$ cat src/rtl/sr_reg_bank.sv
// Bank of independent set/reset channels with a parameterised s=r=1 policy,
// per-channel conflict flags, a sticky error bit and a saturating conflict counter.
module sr_reg_bank #(
  parameter int unsigned      WIDTH     = 8,
  parameter int unsigned      MODE      = 0,
  parameter logic [WIDTH-1:0] RESET_VAL = '0,
  parameter int unsigned      CNT_W     = 8
) (
  input  logic             clk,
  input  logic             rst,
  input  logic             en,
  input  logic [WIDTH-1:0] s,
  input  logic [WIDTH-1:0] r,
  input  logic             err_clr,
  output logic [WIDTH-1:0] q,
  output logic [WIDTH-1:0] conflict,
  output logic             err_sticky,
  output logic [CNT_W-1:0] conflict_cnt
);

  localparam logic [CNT_W-1:0] CNT_MAX = '1;
  localparam logic [CNT_W-1:0] CNT_ONE = CNT_W'(1);

  logic [WIDTH-1:0] q_q, q_d;
  logic [WIDTH-1:0] conflict_q, conflict_d;
  logic             err_q, err_d;
  logic [CNT_W-1:0] cnt_q, cnt_d;
  logic [WIDTH-1:0] resolve;
  logic             any_conflict;

  // Value a channel takes when s=r=1; unknown MODE codes fall back to hold.
  always_comb begin
    resolve = q_q;
    case (MODE)
      0:       resolve = '1;
      1:       resolve = '0;
      3:       resolve = ~q_q;
      default: resolve = q_q;
    endcase
  end

  always_comb begin
    q_d          = q_q;
    conflict_d   = '0;
    if (en) begin
      conflict_d = s & r;
      q_d        = (s & ~r) | (q_q & ~s & ~r) | (s & r & resolve);
    end
    any_conflict = |conflict_d;

    err_d = err_q;
    cnt_d = cnt_q;
    if (err_clr) begin
      err_d = 1'b0;
      cnt_d = '0;
    end
    // A conflict on the same edge as a clear counts as the first new event.
    if (any_conflict) begin
      err_d = 1'b1;
      if (err_clr)
        cnt_d = CNT_ONE;
      else if (cnt_q != CNT_MAX)
        cnt_d = cnt_q + CNT_ONE;
    end
  end

  always_ff @(posedge clk) begin
    if (rst) begin
      q_q        <= RESET_VAL;
      conflict_q <= '0;
      err_q      <= 1'b0;
      cnt_q      <= '0;
    end else begin
      q_q        <= q_d;
      conflict_q <= conflict_d;
      err_q      <= err_d;
      cnt_q      <= cnt_d;
    end
  end

  assign q            = q_q;
  assign conflict     = conflict_q;
  assign err_sticky   = err_q;
  assign conflict_cnt = cnt_q;

endmodule
$ cat config.mk
export PLATFORM = sky130hd
export DESIGN_NAME = sr_reg_bank
export DESIGN_NICKNAME = d
export VERILOG_FILES = /design/src/rtl/sr_reg_bank.sv
export SDC_FILE = /design/constraint.sdc
export NUM_CORES = 1
export LEC_CHECK = 0
export BUFFER_PORTS_ARGS = -buffer_cell sky130_fd_sc_hd__buf_2
export CAP_MARGIN = 25
export CELL_PAD_IN_SITES_DETAIL_PLACEMENT = 1
export CELL_PAD_IN_SITES_GLOBAL_PLACEMENT = 1
export CORE_ASPECT_RATIO = 0.7
export CORE_MARGIN = 4
export CORE_UTILIZATION = 34
export DETAILED_ROUTE_END_ITERATION = 10
export PLACE_DENSITY_LB_ADDON = 0.1
export RECOVER_POWER = 25
export SLEW_MARGIN = 5
export SYNTH_ARGS = -nofsm -noshare
export SYNTH_HDL_FRONTEND = slang
export SYNTH_SLANG_ARGS = --single-unit
$ cat constraint.sdc
create_clock -name clk -period 3.15 [get_ports clk]
set_input_delay 0.315 -clock clk [delete_from_list [all_inputs] [get_ports clk]]
set_output_delay 0.315 -clock clk [all_outputs]
set_load 0.03 [all_outputs]
Yosys cells after proc, flatten, opt, wreduce, memory -nomap -nowiden
Index checks and enable logic that the tools add are counted.
{"block": "totals", "out_inout_bits": 25, "reg_bits": 25, "in_bits": 20}
{"block": "classes", "n_eq_ne": 1, "n_bitwise": 8, "add_sub_neg": 1, "reduce_logical": 2, "mux": 7}
{"operator": "2-to-1 mux 8 bit", "count": 5}
{"operator": "AND 8 bit", "count": 4}
{"operator": "NOT 8 bit", "count": 2}
{"operator": "OR 8 bit", "count": 2}
{"operator": "adder 8 x 1 -> 8 bit, second input constant", "count": 1}
{"operator": "!= test 8 bit, second input constant", "count": 1}
{"operator": "OR reduction 8 bit", "count": 1}
{"operator": "2-to-1 mux 1 bit", "count": 2}
{"operator": "nonzero test 2 bit", "count": 1}

Depth between registers and ports, before layout
Gate-level depths: netlist (run 1).
{"block": "depth", "depth_word": 5, "ltp_mapped": 6, "depth_no_buf": 6}

Worst setup path before layout (run 1)
No wires, ideal clock.
{"block": "synth_timing", "path_type": "register to register", "start": "reg cnt_q[0], in the netlist conflict_cnt[0]", "end": "reg cnt_q[3], in the netlist conflict_cnt[3]", "path_buffers": 0, "slack_ns": 1.528, "t_arrival_ns": 1.552, "path_stages_with_launch": 7, "setup_ns": 0.070, "cell_sequence": "dfxtp_1 > ha_1 > nand3_2 > or2_4 > o32ai_2 > nand2_1 > a21oi_1"}
{"block": "synth_between", "elab_chain_cells": 4, "word_cells_on_any_way": 5, "classes_between": "add/sub (1); eq/ne (1); mux (3)"}
{"item": "start: declaration", "line": "27", "source": "logic [CNT_W-1:0] cnt_q, cnt_d;"}
{"item": "start signal: assignment", "line": "77", "source": "cnt_q <= cnt_d;"}
{"item": "adder 8 x 1 -> 8 bit or != test 8 bit (tied branches)", "line": "63, 62"}
{"item": "2-to-1 mux 8 bit *", "line": "62", "source": "else if (cnt_q != CNT_MAX)"}
{"item": "2-to-1 mux 8 bit *", "line": "60", "source": "if (err_clr)"}
{"item": "2-to-1 mux 8 bit *", "line": "58", "source": "if (any_conflict) begin"}
Mark *: on every way between the ends. The rest lies on a longest branch, timed or not.
A chain may end at the register's enable or synchronous reset.

Worst setup path after layout (run 1)
Same ends and word-level chain as after synthesis.

==> results of run 1 <==
cells in the final DEF, fill, tap and decap left out, drive strengths merged:
cell type	count
a311oi	1
nand4	6
nor2	20
nor3	2
o21a	1
nor4	1
nand2	17
buf	43
a41oi	1
nor3b	2
a22oi	8
or3b	1
or2	2
o22ai	1
ha	1
o32ai	1
dfxtp	25
nand2b	2
clkbuf	4
and3	2
clkinv	1
or3	1
nand3	4
inv	2
o21ai	5
a21oi	7
logic make-up after synthesis:
group | Yosys count
fa+ha+maj | 1
compound gates | 25
buf+inv | 8
simple gates | 60
flops | 25
metrics by stage:
stage,power [mW],area [sq um]
2_1_floorplan,0.399,1010
3_3_place_gp,0.429,1250
5_1_grt,0.644,1290
6_report,0.611,1290
3_5_place_dp,0.431,1250
4_1_cts,0.618,1290
power by group through the flow:
stage | clock network, mW | registers, mW | logic [mW]
2_1_floorplan | 0 | 0.363 | 0.0354
4_1_cts | 0.194 | 0.334 | 0.0906
5_1_grt | 0.210 | 0.336 | 0.0979
3_3_place_gp | 0 | 0.340 | 0.0893
3_5_place_dp | 0 | 0.341 | 0.0904
6_report | 0.188 | 0.334 | 0.0898
per-layer routing:
metal | vias up | track usage [%] | part of all wire [%]
met2 | 24 | 22.8 | 43
li1 | 507 | - | -
met4 | 0 | 3.61 | 0.28
met1 | 461 | 21.7 | 49
met3 | 2 | 5.04 | 7.1
met5 | - | 0 | 0
registers in the layout (all words and copies together) (netlist names):
signal and flops:
conflict 8, conflict_cnt 8, q 8, err_sticky 1
worst paths after layout:
check / endpoint / startpoint / slack, ns
max: conflict_cnt[3] / conflict_cnt[0] / 1.58
min: conflict[6] / r[6] / 0.30
min reg2reg: err_sticky / err_sticky / 0.49
max reg2reg: conflict_cnt[3] / conflict_cnt[0] / 1.58
final cells by class:
cell class	count	area, sq um	share of cell area [%]
inverter	2	7.51	0.581
clock inverter	1	5.00	0.388
sequential	25	500	38.8
multi-input combinational	86	473	36.6
clock buffer	3	41.3	3.20
timing repair buffer	44	219	17.0
tap	36	45.0	3.49
synthesized netlist by cell type:
| cell | n |
|---|---|
| a22oi_1 | 8 |
| and3_2 | 1 |
| or2_2 | 1 |
| a41oi_1 | 1 |
| nor2_1 | 20 |
| nand2_1 | 17 |
| o21a_1 | 1 |
| nand3_1 | 3 |
| clkbuf_1 | 3 |
| o21ai_2 | 1 |
| dfxtp_1 | 25 |
| nor4_1 | 1 |
| nor3b_1 | 2 |
| nand3_2 | 1 |
| a21oi_1 | 7 |
| o32ai_2 | 1 |
| and3_1 | 1 |
| nand2b_1 | 2 |
| nand4_1 | 6 |
| ha_1 | 1 |
| nor3_1 | 2 |
| clkbuf_8 | 1 |
| inv_1 | 2 |
| or3_1 | 1 |
| o21ai_0 | 4 |
| or3b_2 | 1 |
| o22ai_1 | 1 |
| or2_4 | 1 |
| buf_1 | 1 |
| a311oi_1 | 1 |
| buf_2 | 1 |
worst max-delay path: cells and delay by family, from the launching register on:
family                   cells  cell delay [ns]
AO/OA/AOI/OAI                2             0.31
adder cells (fa/ha/maj)      1             0.28
flip-flops                   1             0.42
AND/OR/NAND/NOR              3             0.50
==> qor.tcl, run 1 <==
set qor(drt.antenna.violating_nets) 0
set qor(cts_hold_buffers) 0
set qor(via_count) 994
set qor(die_width_um) 73.3
set qor(max_slew_margin_pct) 46.9
set qor(synth_seq_area_share_pct) 49.3
set qor(required_ns) 3.35
set qor(grt_antenna_before_repair) 0
set qor(worst_ep_arrival_time_ns) 1.78
set qor(number_of_distinct_standard_cells_referenced_by_the_synthesized_netlist) 31
set qor(initialDrtViolationCount) 70
set qor(vias_in_the_first_global_route) 910
set qor(drt_drc_violations_left) 0
set qor(synth_compound_area_share_pct) 16.9
set qor(maxClockFrequency_ghz) 0.635
set qor(cts_setup_buffers) 0
set qor(max_buffers_root_to_sink) 2
set qor(wire_length_of_the_first_global_routing_pass_um) 4570
set qor(timing.critical_path.from_type) {register}
set qor(num-nets-final) 183
set qor(cts_root_buffer) {clkbuf_8}
set qor(rows) 16
set qor(tritoncts_num_sinks) 25
set qor(cts.htree.levels) 1
set qor(power_density_nw_per_um2) 474
set qor(synth-seq-cells) 25
set qor(design.die.area_sq_um) 3940
set qor(tritoncts) {yes}
set qor(pwr-share-seq_pct) 54.6
set qor(post-route-util_pct) 45.7
set qor(post_route_cells_drive_above_1_share_pct) 33.5
set qor(synth_area_per_cell_sq_um) 8.53
set qor(mappedNetlistArea_sq_um) 1010
set qor(yosys.area_share.adder_pct) 1.23
set qor(yosys.area.top_type_share_pct) 49.3
set qor(vdd_drop_max_mv) 0.205
set qor(dpl.hpwl_um) 2230
set qor(yosys-mux-area-fraction_pct) 0
set qor(max_slew.worst_pin.slew_ns) 0.796
set qor(dr.pass1.iters) 4
set qor(internal_power_mw) 0.445
set qor(grt_remaining_overflow) 0
set qor(swShare_pct) 27.1
set qor(synth_top_family_by_area) {simple AND/OR/NAND/NOR gates}
set qor(netlist_top_cells_area) {dfxtp_1 (49%), nor2_1 (7.4%), nand2_1 (6.3%), a22oi_1 (5.9%), nand4_1 (3.7%)}
set qor(hold_path_class) {in2reg}
set qor(area.growth.synth_to_final_pct) 27.3
set qor(criticalPathCategory) {reg2reg}
set qor(grt_max_degree) 20
set qor(finalCritPeriodShare_pct) 50.0
set qor(largest_area_contributor_in_the_synthesized_netlist) {dfxtp_1}
set qor(gpl.final_weighted_congestion) 0.880
set qor(clk_pin_slew_ns) 0.09
set qor(boundaryPins) 45
set qor(power.share.clock_pct) 30.8
set qor(post_drt_via_cell_ratio) 5.05
set qor(instances_no_fill) 197
set qor(layout.filler_cells) 367
set qor(die_h_um) 53.7
set qor(tritoncts.num_buffers) 3
set qor(insertedDiodeCount) 0
set qor(setup_ws_ns) 1.58
set qor(pre_cts_slack_ns) 1.61
set qor(power_leakage_nw) 0.574
set qor(mappedNetlistNets) 140
set qor(period_needed_ns) 1.57
set qor(slew_violations) 0
set qor(place.port_buffers) 44
set qor(critical_path_peak_fanout) 6
set qor(rsz_0062_raised_after_global_routing) {false}
set qor(placed_cells) 193
set qor(drt-total-wl_um) 2840
set qor(min_path_cells) 3
set qor(post_cts_resize_count) 0
set qor(post_synth_inst_count) 119
set qor(final.hold.worst_slack_ns) 0.295
set qor(cpPeakStageDelay_ns) 0.42
set qor(run_status) {complete, no violations}
set qor(core_area_sq_um) 2820
set qor(drv_cap) 0
set qor(yosysWarnings) 0
set qor(post_synth_xor_area_fraction_pct) 0
set qor(insertion_delay_ns) 0.27
set qor(post_drt_wl_per_cell_um) 14.4
set qor(final_report_hold_violation_count) 0
set qor(ff2ff_path_depth) 6
set qor(crit_chain) {ha_1 > nand3_2 > or2_4 > o32ai_2 > nand2_1 > a21oi_1}
set qor(setup_total_negative_slack_ns) 0
set qor(timing.critical_path.to_type) {register}
set qor(combinational_share_of_power_pct) 14.7
set qor(critPathSlowestCell) {dfxtp_1}
set qor(globalRouteTotalUtil_pct) 15.4
set qor(post_synth_and_or_nand_nor_area_fraction_pct) 28.5
set qor(netsw_mw) 0.166
set qor(clock_skew_ns) 0.00281
set qor(finalSetupViolCount) 0
set qor(start_util_pct) 35.9
Note: power is estimated with default switching activity, not from simulation.
==> inputs of run 2 (changes only) <==
--- a/config.mk
+++ b/config.mk
@@ -11,7 +11,7 @@
 export CELL_PAD_IN_SITES_GLOBAL_PLACEMENT = 1
 export CORE_ASPECT_RATIO = 0.7
 export CORE_MARGIN = 4
-export CORE_UTILIZATION = 34
+export CORE_UTILIZATION = 32
 export DETAILED_ROUTE_END_ITERATION = 10
 export PLACE_DENSITY_LB_ADDON = 0.1
 export RECOVER_POWER = 25
==> constraint.sdc (replaced) <==
create_clock -name clk -period 1.6 [get_ports clk]
set_input_delay 0.16 -clock clk [delete_from_list [all_inputs] [get_ports clk]]
set_output_delay 0.16 -clock clk [all_outputs]
set_load 0.03 [all_outputs]
==> qor.tcl, run 2 (synthesis gave the netlist of run 1 again) <==
set qor(final_report_hold_violation_count) 0 ;# unchanged
set qor(launch_instance_of_the_worst_min_delay_path) {r[6]} ;# unchanged
set qor(gpl.final_weighted_congestion) 0.837 ;# was 0.880
set qor(final_cell_mix) {buf_2 (43), dfxtp_1 (23), nor2_1 (20)} ;# was buf_2 (43), dfxtp_1 (25), nor2_1 (20)
set qor(ff2ff_path_depth) 6 ;# unchanged
set qor(criticalPathCategory) {reg2reg} ;# unchanged
set qor(power_density_nw_per_um2) 917 ;# was 474 nW/um^2
set qor(vias_in_the_first_global_route) 991 ;# was 910
set qor(via_count) 997 ;# was 994
set qor(maxClockFrequency_ghz) 0.677 ;# was 0.635 GHz
set qor(rr_endpoint) {conflict_cnt[3]} ;# unchanged
set qor(power_leakage_nw) 0.585 ;# was 0.574 nW
set qor(min_path_cells) 3 ;# unchanged
set qor(finalSetupViolCount) 0 ;# unchanged
set qor(max_slew.worst_pin.slew_ns) 0.684 ;# was 0.796 ns
set qor(slew_violations) 0 ;# unchanged
set qor(insertedDiodeCount) 0 ;# unchanged
set qor(insertion_delay_ns) 0.27 ;# about the same
set qor(grt_max_degree) 18 ;# was 20
set qor(run_status) {complete, no violations} ;# unchanged
set qor(tritoncts_num_sinks) 25 ;# unchanged
set qor(wire_length_of_the_first_global_routing_pass_um) 4860 ;# was 4570 um
set qor(post_drt_wl_per_cell_um) 15.4 ;# was 14.4 um
set qor(post-route-util_pct) 45.0 ;# was 45.7%
set qor(layout.cells.most_common) {buf_2} ;# unchanged
set qor(num-nets-final) 186 ;# was 183
set qor(globalRouteTotalUtil_pct) 16.2 ;# was 15.4%
set qor(required_ns) 1.80 ;# was 3.35 ns
set qor(die_h_um) 55.1 ;# was 53.7 um
set qor(post_route_cells_drive_above_1_share_pct) 36.0 ;# was 33.5%
set qor(post_drt_via_cell_ratio) 4.99 ;# was 5.05
set qor(cts_root_buffer) {clkbuf_8} ;# unchanged
set qor(max_slew_margin_pct) 54.4 ;# was 46.9%
set qor(tritoncts.num_buffers) 3 ;# unchanged
set qor(start_util_pct) 34.7 ;# was 35.9%
set qor(tritoncts) {yes} ;# unchanged
set qor(crit-reg2reg-launch) {conflict_cnt[0]} ;# unchanged
set qor(rows) 16 ;# unchanged
set qor(cts_setup_buffers) 0 ;# unchanged
set qor(drt_drc_violations_left) 0 ;# unchanged
set qor(core_area_sq_um) 2920 ;# was 2820 sq um
set qor(clock_skew_ns) 0.00298 ;# was 0.00281 ns
set qor(critical_path_peak_fanout) 6 ;# unchanged
set qor(dpl.hpwl_um) 2500 ;# was 2230 um
set qor(setup_total_negative_slack_ns) 0 ;# unchanged
set qor(place.port_buffers) 44 ;# unchanged
set qor(drv_cap) 0 ;# unchanged
set qor(rsz_0062_raised_after_global_routing) {false} ;# unchanged
set qor(clk_pin_slew_ns) 0.08 ;# was 0.09 ns
set qor(timing.critical_path.to_type) {register} ;# unchanged
set qor(worst_ep_arrival_time_ns) 1.68 ;# was 1.78 ns
set qor(vdd_drop_max_mv) 0.541 ;# was 0.205 mV
set qor(boundaryPins) 45 ;# unchanged
set qor(hold_end) {conflict[6]} ;# unchanged
set qor(max_buffers_root_to_sink) 2 ;# unchanged
set qor(cts.htree.levels) 1 ;# unchanged
set qor(die_width_um) 75.3 ;# was 73.3 um
set qor(reg2reg_slack_ns) 0.12 ;# was 1.58 ns
set qor(timing.critical_path.from_type) {register} ;# unchanged
set qor(period_needed_ns) 1.48 ;# was 1.57 ns
set qor(drt.antenna.violating_nets) 0 ;# unchanged
set qor(design.die.area_sq_um) 4150 ;# was 3940 sq um
set qor(dr.pass1.iters) 4 ;# unchanged
set qor(drt-total-wl_um) 3080 ;# was 2840 um
set qor(hold_path_class) {in2reg} ;# unchanged
set qor(finalCritPeriodShare_pct) 92.3 ;# was 50.0%
set qor(grt_remaining_overflow) 0 ;# unchanged
set qor(initialDrtViolationCount) 62 ;# was 70
set qor(area.growth.synth_to_final_pct) 29.6 ;# was 27.3%
set qor(grt_antenna_before_repair) 0 ;# unchanged
run 2: worst max-delay path: stages (launching register included):
cell and delay (ns):
dfxtp_2 0.39, ha_2 0.22, nand3_2 0.12, or2_4 0.29, o32ai_2 0.19, nand2_1 0.08
a21oi_1 0.12
run 2: through the flow:
step	hold WS, ns	power [mW]	cell area [sq um]	instances	worst slack (ns)
after global placement	0.425	0.849	1270	196	0.186
after global routing	0.149	1.28	1320	200	0.0132
after detailed placement	0.434	0.856	1270	196	0.125
after CTS	0.138	1.23	1320	200	0.104
after floorplan	0.296	0.786	1020	119	0.120
final	0.147	1.21	1320	200	0.122
run 2: timing repair:
action | CTS | global route
hold buffers | 0 | 0
gates resized for setup | 0 | 1
endpoints found under the setup margin | 0 | 3
run 2: where the power goes:
| group | total [mW] | leakage, nW | internal (mW) | switching, mW |
|---|---|---|---|---|
| Combinational | 0.181 | 0.354 | 0.0597 | 0.121 |
| Sequential | 0.657 | 0.205 | 0.645 | 0.0122 |
| Clock | 0.368 | 0.0255 | 0.174 | 0.193 |
run 2: metal layers:
metal / share of wire [%] / wire length [um] / global-route usage, % / vias to the layer above
met5: 0 / 0 / 0 / -
met4: 0.46 / 14 / 3.49 / 0
met3: 6.4 / 198 / 5.05 / 2
met2: 44 / 1360 / 25.9 / 26
met1: 49 / 1500 / 21.4 / 458
li1: - / - / - / 511
run 2: cell type report:
cell class,count,area [sq um]
fill,367,1610
sequential,25,503
multi-input combinational,86,475
timing repair buffer,47,238
tap,36,45.0
clock buffer,3,41.3
inverter,2,7.51
clock inverter,1,5.00
run 2: worst max-delay path by stage:
stage	from	to	slack (ns)	depth (start not counted)
finish	conflict_cnt[0]	conflict_cnt[3]	0.12	6
global route	conflict_cnt[0]	conflict_cnt[3]	0.01	6
CTS	conflict_cnt[0]	conflict_cnt[3]	0.10	6
detailed placement	conflict_cnt[0]	conflict_cnt[3]	0.12	6
global placement	conflict_cnt[0]	conflict_cnt[3]	0.19	6
floorplan	conflict_cnt[0]	conflict_cnt[3]	0.12	6
